**config.mk**
```make
export PLATFORM = sky130hd
export DESIGN_NAME = if_de_pipeline_reg
export DESIGN_NICKNAME = d
export VERILOG_FILES = /design/src/rtl/if_de_pipeline_reg.sv
export SDC_FILE = /design/constraint.sdc
export NUM_CORES = 1
export LEC_CHECK = 0
export BUFFER_PORTS_ARGS = -buffer_cell sky130_fd_sc_hd__clkbuf_2
export CAP_MARGIN = 20
export CORE_MARGIN = 3
export CORE_UTILIZATION = 51
export DETAILED_ROUTE_END_ITERATION = 10
export PLACE_DENSITY_LB_ADDON = 0.05
export SETUP_SLACK_MARGIN = 0.02
export SYNTH_ARGS = -nofsm -noshare
export SYNTH_HDL_FRONTEND = slang
export SYNTH_SLANG_ARGS = --single-unit
export TNS_END_PERCENT = 30
```
**constraint.sdc**
```tcl
create_clock -name CLK -period 2.1 [get_ports CLK]
set_clock_uncertainty 0.1 [all_clocks]
set_input_delay 0 -clock CLK [delete_from_list [all_inputs] [get_ports CLK]]
set_output_delay 0 -clock CLK [all_outputs]
set_load 0.03 [all_outputs]
```
**src/rtl/if_de_pipeline_reg.sv**
```systemverilog
// Fetch-to-decode pipeline register with load-use stall skid buffer and branch flush.
// Owns the PC_write / DE-EX bubble handshake and a saturating stall-cycle counter.
module if_de_pipeline_reg #(
  parameter int unsigned XLEN  = 32,
  parameter logic [31:0] NOP   = 32'h0000_0013,
  parameter int unsigned CNT_W = 16
) (
  input  logic             CLK,
  input  logic             RST_N,
  input  logic [XLEN-1:0]  if_pc,
  input  logic [31:0]      imem_dout,
  input  logic             loadUse,
  input  logic             flush,
  output logic [XLEN-1:0]  de_pc,
  output logic [XLEN-1:0]  de_pc4,
  output logic [31:0]      de_instr,
  output logic             de_valid,
  output logic             PC_write,
  output logic             de_ex_bubble,
  output logic [CNT_W-1:0] stall_count
);

  typedef enum logic {RUN, HOLD} state_t;

  state_t      state, state_nxt;
  logic [31:0] skid;
  logic        stall;

  // flush wins over loadUse; a hazard against an empty slot is meaningless
  assign stall = loadUse & de_valid & ~flush;

  always_ff @(posedge CLK or negedge RST_N) begin
    if (!RST_N) state <= RUN;
    else        state <= state_nxt;
  end

  always_comb begin
    state_nxt    = state;
    PC_write     = 1'b1;
    de_ex_bubble = 1'b0;
    de_instr     = NOP;
    if (de_valid) de_instr = (state == HOLD) ? skid : imem_dout;
    if (flush) begin
      de_ex_bubble = 1'b1;
      state_nxt    = RUN;
    end else if (stall) begin
      PC_write     = 1'b0;
      de_ex_bubble = 1'b1;
      state_nxt    = HOLD;
    end else begin
      state_nxt    = RUN;
    end
  end

  always_ff @(posedge CLK or negedge RST_N) begin
    if (!RST_N) begin
      de_pc       <= '0;
      de_pc4      <= XLEN'(4);
      de_valid    <= 1'b0;
      skid        <= NOP;
      stall_count <= '0;
    end else if (flush) begin
      de_pc    <= if_pc;
      de_pc4   <= if_pc + XLEN'(4);
      de_valid <= 1'b0;
      skid     <= NOP;
    end else if (stall) begin
      // imem_dout only still shows the decode instruction on the first stall cycle
      if (state == RUN) skid <= imem_dout;
      if (stall_count != '1) stall_count <= stall_count + 1'b1;
    end else begin
      de_pc    <= if_pc;
      de_pc4   <= if_pc + XLEN'(4);
      de_valid <= 1'b1;
    end
  end

endmodule
```
==> metrics.cfg <==
[clock_network]
clockRootBuffer=clkbuf_8
clk_pin_slew_ps=100
htreeDepth=3
ctsHoldBuffers=66
cts_made_buffers=9
cts_setup_buffers=0
clk_latency_ps=360
cts_tree=built
cts_sinks=112
cts_resized=0
cts_buffer_depth=2

[sta]
finalHoldViolations=0
drv_slew=0
worst_pin_slew_ps=698
fin_crit_ps=1810
fin_ws_ps=291
clock.fmax_ghz=0.553
setup_viol=0
rsz0062_at_grt=no
fin_crit_sh_pct=86.1
relSlewSlack_pct=53.5
tns_ps=0

[pwr]
p_comb_share_pct=24.3
netSwitchingPower_mw=1.60
max-vdd-ir-drop_v=0.000411
pwr-share-clk_pct=26.0
swShare_pct=32.4
p_seq_share_pct=49.7
cellPowerDensity_nw_per_um2=679
total_leakage_power_nw=3.51
intPower_mw=3.34

[die]
initial_utilization_pct=53.7
io-pin-count=183
fp-row-count=36
fp.dieArea_um2=11800
core_area_um2=10000
die_h_um=109
die_w_um=109

[worst_setup_path]
crit_required_ps=2250
crit_arrival_ps=1960
cp_max_fo=7
start_kind=flip-flop
r2r-end=stall_count[1]
path_class=flip-flop to flip-flop
startpoint=stall_count[8]
worstRegToRegCells=4
cp-endpoint=stall_count[1]
end_kind=flip-flop
reg2reg_setup_slack_ps=290
reg2reg_from=stall_count[8]

[finish]
antenna_cells=0
nets=833
areaGrowthSynthToFinish_pct=35.7
fin_cells=901
drive_above_1_share_pct=30.2

[logic_synthesis]
synthCells=523
yosys_register_bits=112
seq_area_frac_synth_pct=52.3
synth_warnings=0
syn_area_um2=5370
synth_nets=593
ys_types=44
syn_avg_cell_area_um2=10.3

[global_route]
grt_start_max_net_pins=94
grt_pass1_wl_um=23000
grt_pass1_vias=4691
grt_antenna_before_repair=0
overflow=0
grt_use_total_pct=24.6

[detailed_routing]
viasPerCell=5.20
drt_wl_total_um=14100
via_count=4688
drc=0
dr.pass1.iters=4
first_iter_violations=291
ant_nets=0
wl_per_cell_um=15.6

[flow_run]
maxCapViolations=0

[placed_design]
dp_hpwl_um=9380
io_buffer_count=182
dp_cells=817
routabilityCongestion=0.787
place_ws_ps=174

[status]
status=completed

[hold_path]
hp-class=input port to flip-flop
min-delay-start=loadUse

[power by group through the flow]
stage               sequential (mW)  clock [mW]  combinational (mW)
floorplan                      2.76           0               0.407
global placement               2.49           0                1.08
detailed placement             2.50           0                1.10
CTS                            2.46        1.31                1.20
global route                   2.49        1.42                1.29
finish                         2.46        1.29                1.20
[how the worst min path moves through the flow]
stage | to | slack [ps] | depth (start not counted)
floorplan | de_pc4[10] | -400 | 0
global placement | skid[3] | -10 | 1
detailed placement | skid[10] | -7 | 1
CTS | de_pc[9] | 70 | 5
global route | de_pc[11] | 100 | 5
finish | de_pc[9] | 80 | 5
[critical path: stages (launching register included)]
cell and delay [ps]:
dfrtp_1 440, and3_1 260, and3_4 220, a41oi_4 300, mux2_2 370
[registers in the layout, indices dropped and copies added (netlist names)]
register and flops:
de_pc 32, de_pc4 30, stall_count 16, skid 32, state 1, de_valid 1
[cell type report]
cell class,instances,area [um^2]
fillers,783,2710
inverters,5,18.8
clock inverters,2,38.8
clock buffers,14,153
flip-flops and latches,112,2810
multi-input cells,375,2400
well taps,133,166
repair buffers,260,1700
[per-stage QoR]
stage	hold WS, ps	area (um^2)	total power, mW	util, %
3_5_place_dp	-7.04	6400	3.60	64.1
2_1_floorplan	-396	5370	3.17	-
4_1_cts	67.6	7260	4.97	72.6
3_3_place_gp	-12.8	6400	3.57	64.1
5_1_grt	104	7290	5.20	72.9
6_report	82.6	7290	4.95	72.9
[synth_stat cells (all sizes together)]
master	number	area share (%)
a211o	1	0.16
a211oi	1	0.37
a21oi	1	0.093
a22o	29	4.7
a41oi	1	0.51
and2	5	0.58
and3	8	1.1
and4	2	0.35
buf	16	1.7
clkbuf	13	0.91
dfrtp	108	50
dfstp	4	2.0
dlygate4sd1	2	0.33
ha	2	0.47
inv	5	0.35
mux2	1	0.21
mux2i	32	6.0
nand2	132	9.2
nand3	18	2.2
nand4	17	2.3
nor2	10	0.70
nor2b	29	3.4
nor3	6	1.1
nor3b	1	0.23
nor4	1	0.12
o21a	1	0.14
o21ai	31	3.0
o32a	3	0.56
or3	1	0.21
xnor2	24	3.9
xor2	18	2.9
[placed cells by master, fill, tap and decap left out, drive strengths merged]
cell type	n
clkbuf	195
nand2	132
dfrtp	108
dlygate4sd3	66
mux2i	32
o21ai	31
nor2b	29
a22o	29
xnor2	24
xor2	18
nand3	18
nand4	17
buf	13
nor2	10
and3	8
nor3	6
and2	5
inv	5
dfstp	4
o32a	3
ha	2
and4	2
or3	1
a21oi	1
nor4	1
a211o	1
o21a	1
nor3b	1
a211oi	1
a41oi	1
mux2	1
bufinv	1
clkinv	1
[cell families (layout without fill, tap and decap cells)]
group                      after synthesis  in the layout  share of synthesized area, %
AOI/OAI and AO/OA                       68             68                          9.53
buffers and inverters                   36            281                          3.24
muxes                                   33             33                          6.18
xor gates and xnor gates                42             42                          6.85
and+or+nand+nor                        230            230                          21.4
adders and majority gates                2              2                         0.466
DFF                                    112            112                          52.3
[metal layers]
metal	GRT usage [%]	vias up	part of all wire [%]
li1	-	2254	-
met1	31.8	2251	42
met2	41.3	158	50
met3	4.90	25	5.6
met4	8.66	0	2.2
met5	0	-	0
Note: power is estimated with default switching activity, not from simulation.
